$ cat config.mk
export PLATFORM = sky130hd
export DESIGN_NAME = escreg_arbitro
export DESIGN_NICKNAME = d
export VERILOG_FILES = /design/src/rtl/escreg_arbitro.sv
export SDC_FILE = /design/constraint.sdc
export NUM_CORES = 1
export LEC_CHECK = 0
export CORE_AREA = 4 4 101 103
export CTS_BUF_LIST = sky130_fd_sc_hd__clkbuf_16
export DETAILED_ROUTE_END_ITERATION = 10
export DIE_AREA = 0 0 105 107
export SYNTH_ARGS = -nofsm -noshare
export SYNTH_HDL_FRONTEND = slang
export SYNTH_SLANG_ARGS = --single-unit
$ cat constraint.sdc
create_clock -name clk -period 6.05 [get_ports clk]
set_input_delay 1.5125 -clock clk [delete_from_list [all_inputs] [get_ports clk]]
set_output_delay 1.5125 -clock clk [all_outputs]
set_load 0.005 [all_outputs]
$ cat src/rtl/escreg_arbitro.sv
// Register-file write-port arbiter between the WB stage and the mult/div unit.
// Optional macro ESCREG_FILTRO_R0_EN suppresses register-0 writes.
module escreg_arbitro #(
    parameter int ANCHO      = 32,
    parameter int DIRS       = 5,
    parameter int MAX_ESPERA = 4
) (
    input  logic             clk,
    input  logic             reset,
    input  logic             wb_esc,
    input  logic [DIRS-1:0]  wb_dir,
    input  logic [ANCHO-1:0] wb_dato,
    input  logic             md_valido,
    input  logic [DIRS-1:0]  md_dir,
    input  logic [ANCHO-1:0] md_dato,
    output logic             md_listo,
    output logic             estancar,
    output logic             esc_reg,
    output logic [DIRS-1:0]  dir_esc,
    output logic [ANCHO-1:0] dato_esc
);

    typedef enum logic {LIBRE, FORZAR} estado_t;

    estado_t          estado, estado_sig;
    logic [3:0]       espera, espera_sig;
    logic             gana_md, gana_wb, conflicto, escribe;
    logic [DIRS-1:0]  dir_sel;
    logic [ANCHO-1:0] dato_sel;

    always_comb begin
        estado_sig = LIBRE;
        espera_sig = espera;
        gana_md    = 1'b0;
        gana_wb    = 1'b0;
        estancar   = 1'b0;
        md_listo   = 1'b0;

`ifdef ESCREG_FILTRO_R0_EN
        conflicto = md_valido & wb_esc & (md_dir == wb_dir) & (md_dir != '0);
`else
        conflicto = md_valido & wb_esc & (md_dir == wb_dir);
`endif

        case (estado)
            FORZAR: begin
                gana_md  = md_valido;
                estancar = wb_esc;
            end
            default: begin
                if (conflicto) begin
                    gana_md  = 1'b1;
                    estancar = 1'b1;
                end else if (wb_esc) begin
                    gana_wb = 1'b1;
                end else if (md_valido) begin
                    gana_md = 1'b1;
                end
            end
        endcase

        // An acceptance during reset would be lost, so it is not signalled.
        md_listo = gana_md & ~reset;

        if (!md_valido || md_listo)
            espera_sig = '0;
        else if (espera < 4'(MAX_ESPERA))
            espera_sig = espera + 4'd1;

        if (estado == LIBRE && espera_sig == 4'(MAX_ESPERA))
            estado_sig = FORZAR;

        dir_sel  = gana_md ? md_dir  : wb_dir;
        dato_sel = gana_md ? md_dato : wb_dato;
`ifdef ESCREG_FILTRO_R0_EN
        escribe = (gana_md | gana_wb) & (dir_sel != '0);
`else
        escribe = gana_md | gana_wb;
`endif
    end

    always_ff @(posedge clk) begin
        if (reset) begin
            estado   <= LIBRE;
            espera   <= '0;
            esc_reg  <= 1'b0;
            dir_esc  <= '0;
            dato_esc <= '0;
        end else begin
            estado  <= estado_sig;
            espera  <= espera_sig;
            esc_reg <= escribe;
            if (escribe) begin
                dir_esc  <= dir_sel;
                dato_esc <= dato_sel;
            end
        end
    end

endmodule

Word-level counts from Yosys, hierarchy flattened
Index checks and enable logic that the tools add are counted.

storage, ports and cells
  register bits = 43
  logic and storage cells = 32

cells by class
  add/subtract/negate cells = 1
  magnitude comparators = 1
  equal/unequal tests = 2
  muxes and demuxes = 14
  bitwise operators = 6
  reduce and logical (&&, ||, !) cells = 3

operator list
  operator               number
  $mux W32               1
  $mux W1                10
  $mux W4                2
  $eq A5 B5 Y1           1
  $mux W5                1
  $add A4 B1 Y4 const B  1
  $eq A4 B3 Y1 const B   1
  $lt A4 B3 Y1 const B   1
  $and A1 B1 Y1          3
  $not A1 Y1             2
  $logic_and A1 B1 Y1    1
  $logic_not A1 Y1       1
  $logic_or A1 B1 Y1     1
  $or A1 B1 Y1           1

Depth between registers and ports, before layout
Gate-level depths: netlist of run 1.

  depth in word-level cells = 10
  depth in mapped cells = 6
  mapped depth without buffers = 4

Least setup slack after synthesis of run 1
Ideal clock, no wire load.

  path kind = input-to-output
  start = input port md_dir[3]
  end = output port md_listo
  arrival time = 2.662 ns
  data required time = 4.537 ns
  setup slack = 1.875 ns
  stages on the path = 6
  path buffers = 2
  cell sequence = nor2b_1 -> a2111oi_4 -> a31o_2 -> buf_6 -> buf_8 -> nor3b_2

on the way
  word-level cells in the longest chain between the ends = 5

RTL lines
  element          RTL line  RTL
  start, declared  14        input logic [DIRS-1:0] md_dir,
  $eq A5 B5 Y1     42        conflicto = md_valido & wb_esc & (md_dir == wb_dir);
  $and A1 B1 Y1    42
  $mux W1          51        if (conflicto) begin
  $mux W1          45        case (estado)
  $and A1 B1 Y1    63        md_listo = gana_md & ~reset;
  end, declared    16        output logic md_listo,

No other way between the ends.

Worst setup path after layout of run 1
  start = input port md_dir[4]
  end = output port md_listo

The elaborated chain is that of the path after synthesis.

==> results.yml, run 1 <==
synth:
  cells_after_synthesis: 209
  synthesis.area_per_instance_um2: 10.94
  synthMostInstantiatedCell: "sky130_fd_sc_hd__dfxtp_1"
  xor_and_xnor_fraction_of_the_mapped_netlist_area_pct: 1.149
  synth-warning-count: 0
  yosys.area.top_type: "sky130_fd_sc_hd__dfxtp_1"
  post_synth_instance_area_um2: 2287
  synth_seq_cells: 43
  synthDistinctLibCells: 26
  synth.area.top_cells: "sky130_fd_sc_hd__dfxtp_1 38%, sky130_fd_sc_hd__a221oi_2 22%, sky130_fd_sc_hd__mux2i_1 17%, sky130_fd_sc_hd__nor2_1 6.4%, sky130_fd_sc_hd__buf_6 2.0%"
  yosys.area_share.simple_pct: 11.21
  synth_compound_area_share_pct: 26.37
  yosys-mux-area-fraction_pct: 16.63
  synth_top_cell_area_share_pct: 37.64
  synth_edf_count: 0
  yosysSeqAreaShare_pct: 37.64
  largest_family_of_logic_cells_by_synthesized_area: "compound AO/OA/AOI/OAI gates"
  synthArstFlopShare_pct: 0
  synth-main-ff-cell: "sky130_fd_sc_hd__dfxtp_1"
  post_synth_fa_ha_maj_area_fraction_pct: 0.5470
  synth.net_count: 288
  synth.cells.most_frequent: "43 x sky130_fd_sc_hd__dfxtp_1, 39 x sky130_fd_sc_hd__nor2_1, 38 x sky130_fd_sc_hd__mux2i_1"
die:
  dieArea_um2: 11240
  placeableCoreArea_um2: 9196
  io-pin-count: 118
  die_h_um: 107
  row_count: 35
  die_width_um: 105
  initial_core_util_pct: 24.87
clocking:
  cts_buffers: 5
  cts_tree: "built"
  cts_repair_resize_count: 0
  cts_root_buffer: "sky130_fd_sc_hd__clkbuf_16"
  cts.sink_count: 43
  clockBufferDepth: 2
  cts.clk_slew.worst_paths_ns: 0.06
  clock_tree.htree_level_count: 2
  cts_hold_buf: 0
  clk_latency_ns: 0.28
  cts_setup_buffers: 0
power:
  p_per_area_nw_per_um2: 204.8
  ir_drop_uv: 105.5
  leakagePower_nw: 1.399
timing:
  slew_headroom_pct: 52.70
  worstMarginPinSlew_ns: 0.7095
  totalNegativeSetupSlack_ns: 0
  maxSlewViolCount: 0
  setup_viol: 0
  report.final.hold_viol_count: 0
  period_minus_slack_ns: 4.989
  highest_attainable_clock_frequency_mhz: 200.5
  rsz0062_at_grt: "no"
  post-route-period-util_pct: 82.46
  final.hold.worst_slack_ns: 0.4803
  worst_clock_skew_ns: 0.003638
drt:
  detail_route.drc_violations: 0
  detailroute.via_count: 2014
  drt-wirelength-per-cell_um: 16.19
  drt_pre_antenna_iters: 4
  drt-total-wl_um: 6930
  drt-initial-drc-count: 56
  routed_via_density: 4.706
  drtAntennaViolNets: 0
critical_path:
  critPathSlowestCell: "sky130_fd_sc_hd__clkdlybuf4s50_1"
  cell_chain_of_the_critical_path: "clkdlybuf4s50_1 > inv_1 > a2111oi_4 > a31o_2 > nor3b_2 > clkdlybuf4s50_1"
  crit_fanout: 3
  critPathMaxStageDelay_ns: 0.58
  critical_path.startpoint_type: "input pin"
  critPathCaptureType: "primary output"
  required_arrival_time_at_the_worst_endpoint_ns: 4.54
  cpMostUsedCell: "sky130_fd_sc_hd__clkdlybuf4s50_1"
  timing.setup.critical_path_class: "in2out"
  cp_data_arrival_time_ns: 3.48
placement:
  gp_congestion: 0.6664
  port_buffers: 117
  dpl.hpwl_um: 4625
  place.detailed.instances: 422
finish:
  largest_register: "dato_esc"
  num_antenna_cells: 0
  num-nets-final: 397
  reg.largest.list: "dato_esc: 32 flops, dir_esc: 5 flops, espera: 4 flops"
  share_of_post_route_cells_with_drive_strength_above_1_pct: 16.09
  largest_reg_flops: 32
  area_growth_pct: 58.75
  finalNonFillerCells: 428
global_routing:
  global_route_wire_length_before_repair_um: 11250
  grt_pass1_vias: 2209
  grt.total_usage_pct: 12.33
  grt_remaining_overflow: 0
  antenna_violations_before_repair: 0
  pin_count_of_the_biggest_net_entering_global_routing: 43
worst_hold_path:
  hold_path.class: "reg2reg"
outcome:
  outcome: "finished, final reports clean"
run:
  maxcap_violations: 0
## where the power goes
group          total [W]  switching, W  internal (W)
registers       0.000314     0.0000102      0.000304
clock network   0.000248      0.000101      0.000147
logic           0.000181     0.0000690      0.000113
total           0.000744      0.000181      0.000563
## layout by cell type, fill, tap and decap left out, drive strengths merged, types with 2 or more instances in the layout
| master | netlist | routed |
|---|---|---|
| nor3b | 7 | 7 |
| clkdlybuf4s50 | 0 | 115 |
| nor2b | 2 | 2 |
| clkbuf | 8 | 5 |
| buf | 12 | 7 |
| a21oi | 2 | 2 |
| dfxtp | 43 | 43 |
| o21ai | 2 | 2 |
| a221oi | 37 | 37 |
| inv | 6 | 7 |
| xor2 | 2 | 2 |
| mux2i | 38 | 38 |
| nand2 | 2 | 2 |
| nor2 | 39 | 39 |
## cells by family (layout without fill, tap and decap cells)
logic type	count (synthesis)	after routing
simple gates	54	54
compound gates	44	44
flops	43	43
mux	38	38
buf+inv	26	134
xor+xnor	3	3
fa+ha+maj	1	1
## final timing paths
kind	end	start	cells after the start	slack [ns]
max	md_listo	md_dir[4]	6	1.06
min	espera[3]	espera[3]	2	0.48
max reg2reg	dato_esc[2]	estado	4	4.53
min reg2reg	espera[3]	espera[3]	2	0.48
## per-stage QoR
step	utilization (%)	instance area (um^2)	worst slack [ns]	power [W]
global placement	38.08	3502	1.085	0.0005027
finish	39.48	3631	1.061	0.0007436
CTS	39.48	3631	1.060	0.0007590
detailed placement	38.08	3502	1.079	0.0005041
floorplan	-	2287	1.875	0.0003997
global route	39.48	3631	0.9340	0.0007853
## worst max-delay path: cells and delay by family
| kind | cells | cell delay (ns) |
|---|---|---|
| buffers and inverters | 3 | 1.20 |
| AO/OA/AOI/OAI | 2 | 0.60 |
| AND/OR/NAND/NOR | 1 | 0.16 |
## layer usage
layer  track usage, %  vias to the layer above  routed length, um
met5                0                        -                  0
met3            3.974                        2                378
met4            1.687                        0                 19
met1            16.16                      949               3370
met2            20.30                       64               3162
li1                 -                      999                  -
## area by class of cell
class | count | area (um^2)
clock buffer | 5 | 125.1
clock inverter | 1 | 3.754
fill | 919 | 5565
inverter | 6 | 22.52
multi-input combinational | 140 | 1281
sequential | 43 | 860.8
tap | 111 | 138.9
timing repair buffer | 122 | 1199
Power figures use the tool's default switching activity.
==> run 2: changes to the inputs <==
- clock period: 6.05 -> 5 ns (I/O delays scaled with it)
==> run 2 against run 1 <==
Compared with the run above:
- clock skew about the same
- worst setup slack got worse by 0.52 ns
- critical endpoint unchanged
- sequential share of layout area unchanged
- cell area unchanged
- final cell count unchanged
- first-iteration DRC count increased by 8.9%
- largest power group unchanged
- combinational power increased by 22%
- non-clock buffer count unchanged
- hold slack improved by 0.0078 ns
- critical path depth unchanged
- global-route usage about the same
- via count increased by 1.7%
==> results.yml, run 2 (synthesized netlist as in run 1, its figures left out) <==
clocking:
  clk_latency_ns: 0.28
  cts_hold_buf: 0
  cts_setup_buffers: 0
  clockBufferDepth: 2
  cts.sink_count: 43
  cts_buffers: 5
  cts.clk_slew.worst_paths_ns: 0.06
  clock_tree.htree_level_count: 2
  cts_tree: "built"
  cts_repair_resize_count: 0
  cts_root_buffer: "sky130_fd_sc_hd__clkbuf_16"
critical_path:
  cell_chain_of_the_critical_path: "clkdlybuf4s50_1 > inv_1 > a2111oi_4 > a31o_2 > nor3b_2 > clkdlybuf4s50_1"
  crit_fanout: 3
  worstPathBufferInverterCount: 3
  r2r-start: "estado"
  critPathMaxStageDelay_ns: 0.57
  crit_path_start: "md_dir[4]"
  cp_data_arrival_time_ns: 3.21
  critPathCaptureType: "primary output"
  ff2ff_setup_slack_ns: 3.46
  critPathSlowestCell: "sky130_fd_sc_hd__clkdlybuf4s50_1"
  cpMostUsedCell: "sky130_fd_sc_hd__clkdlybuf4s50_1"
  critical_path.startpoint_type: "input pin"
  worst_path_dominant_cell_family: "buffers and inverters"
  timing.setup.critical_path_class: "in2out"
  required_arrival_time_at_the_worst_endpoint_ns: 3.75
drt:
  drt-total-wl_um: 7011
  detail_route.drc_violations: 0
  drtAntennaViolNets: 0
  drt-wirelength-per-cell_um: 16.38
  drt-initial-drc-count: 61
  routed_via_density: 4.785
  detailroute.via_count: 2048
  drt_pre_antenna_iters: 4
timing:
  totalNegativeSetupSlack_ns: 0
  highest_attainable_clock_frequency_mhz: 224.4
  worstMarginPinSlew_ns: 0.7027
  maxSlewViolCount: 0
  report.final.hold_viol_count: 0
  slew_headroom_pct: 53.15
  setup_viol: 0
  worst_case_setup_margin_in_the_final_layout_ns: 0.5438
  post-route-period-util_pct: 89.12
  final.hold.worst_slack_ns: 0.4881
  worst_clock_skew_ns: 0.003934
  rsz0062_at_grt: "no"
  period_minus_slack_ns: 4.456
finish:
  postLayoutCoreUtil_pct: 39.48
  area_growth_pct: 58.75
  finalNonFillerCells: 428
  reg.largest.list: "dato_esc: 32 flops, dir_esc: 5 flops, espera: 4 flops"
  num-nets-final: 397
  multiInputGateArea_um2: 1281
  largest_register: "dato_esc"
  layout_common_cells: "115 x sky130_fd_sc_hd__clkdlybuf4s50_1, 43 x sky130_fd_sc_hd__dfxtp_1, 39 x sky130_fd_sc_hd__nor2_1"
  ff_latch_area_um2: 860.8
  largest_reg_flops: 32
  share_of_post_route_cells_with_drive_strength_above_1_pct: 16.09
  final_common_cell: "sky130_fd_sc_hd__clkdlybuf4s50_1"
  num_antenna_cells: 0
  fillers: 928
die:
  io-pin-count: 118
  row_count: 35
  die_width_um: 105
  placeableCoreArea_um2: 9196
  initial_core_util_pct: 24.87
  dieArea_um2: 11240
  die_h_um: 107
global_routing:
  grt_remaining_overflow: 0
  pin_count_of_the_biggest_net_entering_global_routing: 43
  grt_pass1_vias: 2182
  antenna_violations_before_repair: 0
  global_route_wire_length_before_repair_um: 11140
  grt.total_usage_pct: 12.33
placement:
  place.detailed.instances: 422
  dpl.hpwl_um: 4683
  placement.setup.worst_slack_ns: 0.5595
  port_buffers: 117
  gp_congestion: 0.6712
worst_hold_path:
  timing.hold.worst.start: "espera[3]"
  hold_path.class: "reg2reg"
power:
  p_per_area_nw_per_um2: 248.2
  leakagePower_nw: 1.399
  ir_drop_uv: 108.7
outcome:
  outcome: "finished, final reports clean"
run:
  maxcap_violations: 0
-- run 2: cell counts in the layout (fill, tap and decap cells not counted) --
Identical to the previous run, type by type.
-- run 2: final timing paths --
check | end | cells after the start
setup / recovery | md_listo | 6
hold / removal | espera[3] | 2
setup reg to reg | dato_esc[2] | 4
hold reg to reg | espera[3] | 2
-- run 2: worst register-to-register path, delay by kind of cell (launching register included) --
kind,cells,cell delay (ns)
compound gates,2,0.63
buf+inv,1,0.30
flops,1,0.32
simple gates,1,0.18
-- run 2: report_power, final --
group	switching, W	total [W]	internal (W)
Sequential	0.0000119	0.000379	0.000368
Clock	0.000124	0.000302	0.000178
Combinational	0.0000839	0.000220	0.000136
-- run 2: layout make-up --
cell class	instances	area share (%)
clock buffer	5	3.446
clock inverter	1	0.1034
inverter	6	0.6203
multi-input combinational	140	35.29
sequential	43	23.71
tap	111	3.825
timing repair buffer	122	33.01
-- run 2: stage by stage --
stage | power, W | instance area [um^2]
2_1_floorplan | 0.0004836 | 2287
3_3_place_gp | 0.0006083 | 3502
3_5_place_dp | 0.0006104 | 3502
4_1_cts | 0.0009186 | 3631
5_1_grt | 0.0009500 | 3631
6_report | 0.0009011 | 3631
-- run 2: metal layers --
| metal | vias up | share of wire [%] | GRT usage (%) |
|---|---|---|---|
| met5 | - | 0 | 0 |
| met4 | 0 | 0.57 | 2.530 |
| met3 | 5 | 6.3 | 3.733 |
| met2 | 70 | 46 | 20.21 |
| met1 | 973 | 47 | 16.04 |
| li1 | 1000 | - | - |
==> run 3: changes to the inputs <==
- CORE_AREA: 4 4 101 103 -> 4 4 89 91
- DIE_AREA: 0 0 105 107 -> 0 0 93 95
- PLACE_DENSITY: not set -> 0.67
==> run 3 against run 2 <==
Compared with the run above:
- critical path depth unchanged
- cell area about the same
- global-route usage increased by 1.8 points
- core utilization increased by 11 points
- hold slack about the same
- worst setup slack improved by 0.029 ns
- die area decreased by 21%
- register-to-register slack improved by 0.07 ns
- first-iteration DRC count increased by 15%
- routed wire length decreased by 6.9%
- largest cell class unchanged
- via count decreased by 2.1%
- clock power increased by 3%
==> results.yml, run 3 (synthesized netlist as in run 1, its figures left out) <==
timing:
  rsz0062_at_grt: "no"
  post-route-period-util_pct: 88.53
  maxSlewViolCount: 0
  highest_attainable_clock_frequency_mhz: 225.9
  worstMarginPinSlew_ns: 0.7004
  worst_clock_skew_ns: 0.004970
  totalNegativeSetupSlack_ns: 0
  slew_headroom_pct: 53.31
  setup_viol: 0
  period_minus_slack_ns: 4.427
  report.final.hold_viol_count: 0
critical_path:
  required_arrival_time_at_the_worst_endpoint_ns: 3.75
  r2r-start: "estado"
  worst-r2r-cell-count: 4
  crit_fanout: 3
  timing.setup.critical_path_class: "in2out"
  ff2ff_setup_slack_ns: 3.53
  cp_data_arrival_time_ns: 3.18
  reg2reg_to: "espera[2]"
  critical_path.startpoint_type: "input pin"
  critPathCaptureType: "primary output"
finish:
  num-nets-final: 397
  reg.largest.list: "dato_esc: 32 flops, dir_esc: 5 flops, espera: 4 flops"
  layout_common_cells: "115 x sky130_fd_sc_hd__clkdlybuf4s50_1, 43 x sky130_fd_sc_hd__dfxtp_1, 39 x sky130_fd_sc_hd__nor2_1"
  area_growth_pct: 58.64
  final_common_cell: "sky130_fd_sc_hd__clkdlybuf4s50_1"
  largest_reg_flops: 32
  num_antenna_cells: 0
  largest_register: "dato_esc"
  share_of_post_route_cells_with_drive_strength_above_1_pct: 16.61
power:
  ir_drop_uv: 177.4
  report.power.total_w: 0.0009084
  p_per_area_nw_per_um2: 250.4
  leakagePower_nw: 1.404
die:
  dieArea_um2: 8835
  row_count: 31
  io-pin-count: 118
  placeableCoreArea_um2: 7137
  die_width_um: 93
  die_h_um: 95
  initial_core_util_pct: 32.05
drt:
  detail_route.drc_violations: 0
  drt_pre_antenna_iters: 4
  routed_via_density: 4.799
  drt-total-wl_um: 6528
  drt-initial-drc-count: 70
  drtAntennaViolNets: 0
  detailroute.via_count: 2006
  drt-wirelength-per-cell_um: 15.62
global_routing:
  pin_count_of_the_biggest_net_entering_global_routing: 43
  antenna_violations_before_repair: 0
  global_route_wire_length_before_repair_um: 10040
  grt_pass1_vias: 1989
  grt.total_usage_pct: 14.12
  grt_remaining_overflow: 0
placement:
  dpl.hpwl_um: 4394
  gp_congestion: 0.6820
  port_buffers: 117
worst_hold_path:
  timing.hold.worst.start: "espera[3]"
  hold_path.class: "reg2reg"
  min_delay_worst_endpoint: "espera[3]"
  whs_path_depth: 2
clocking:
  clock_tree.htree_level_count: 2
  cts_root_buffer: "sky130_fd_sc_hd__clkbuf_16"
  cts_hold_buf: 0
  cts_repair_resize_count: 0
  cts_tree: "built"
  cts_buffers: 5
  clk_latency_ns: 0.28
  cts_setup_buffers: 0
  cts.clk_slew.worst_paths_ns: 0.06
  cts.sink_count: 43
  clockBufferDepth: 2
run:
  maxcap_violations: 0
outcome:
  outcome: "finished, final reports clean"
## run 3: area by class of cell
type	instances	area (um^2)
timing repair buffer	122	1199
clock inverter	3	16.27
fill	687	3508
multi-input combinational	140	1281
sequential	43	860.8
tap	99	123.9
inverter	6	22.52
clock buffer	5	125.1
## run 3: where the power goes
part	internal (W)	switching [W]
combinational	0.000136	0.0000824
clock	0.000182	0.000128
sequential	0.000367	0.0000118
total	0.000686	0.000223
## run 3: routing by layer
metal / GRT usage [%] / wire [um] / vias up
li1: - / - / 1005
met1: 18.81 / 3017 / 935
met2: 23.58 / 3067 / 62
met3: 3.267 / 408 / 4
met4: 2.564 / 35 / 0
met5: 0 / 0 / -
## run 3: worst max path at each step
| stage | startpoint | to | slack [ns] | depth (start not counted) |
|---|---|---|---|---|
| after floorplan | md_dir[3] | md_listo | 1.35 | 6 |
| final | md_dir[4] | md_listo | 0.57 | 6 |
| after global placement | md_dir[4] | md_listo | 0.58 | 6 |
| after detailed placement | wb_dir[0] | md_listo | 0.57 | 6 |
| after global routing | wb_dir[0] | md_listo | 0.40 | 6 |
| after CTS | md_dir[4] | md_listo | 0.56 | 6 |
## run 3: critical path: stages
cell and delay (ns):
sky130_fd_sc_hd__clkdlybuf4s50_1 0.55, sky130_fd_sc_hd__inv_1 0.09, sky130_fd_sc_hd__a2111oi_4 0.39, sky130_fd_sc_hd__a31o_2 0.21, sky130_fd_sc_hd__nor3b_2 0.15, sky130_fd_sc_hd__clkdlybuf4s50_1 0.53
## run 3: metrics by stage
step	hold WS, ns	setup WS (ns)	util (%)	std cells	area [um^2]
floorplan	0.4502	1.350	-	209	2287
global placement	0.4765	0.5848	48.86	410	3487
detailed placement	0.4739	0.5650	48.86	410	3487
CTS	0.4871	0.5569	50.84	418	3628
global route	0.5188	0.3984	50.84	418	3628
finish	0.4881	0.5733	50.84	418	3628
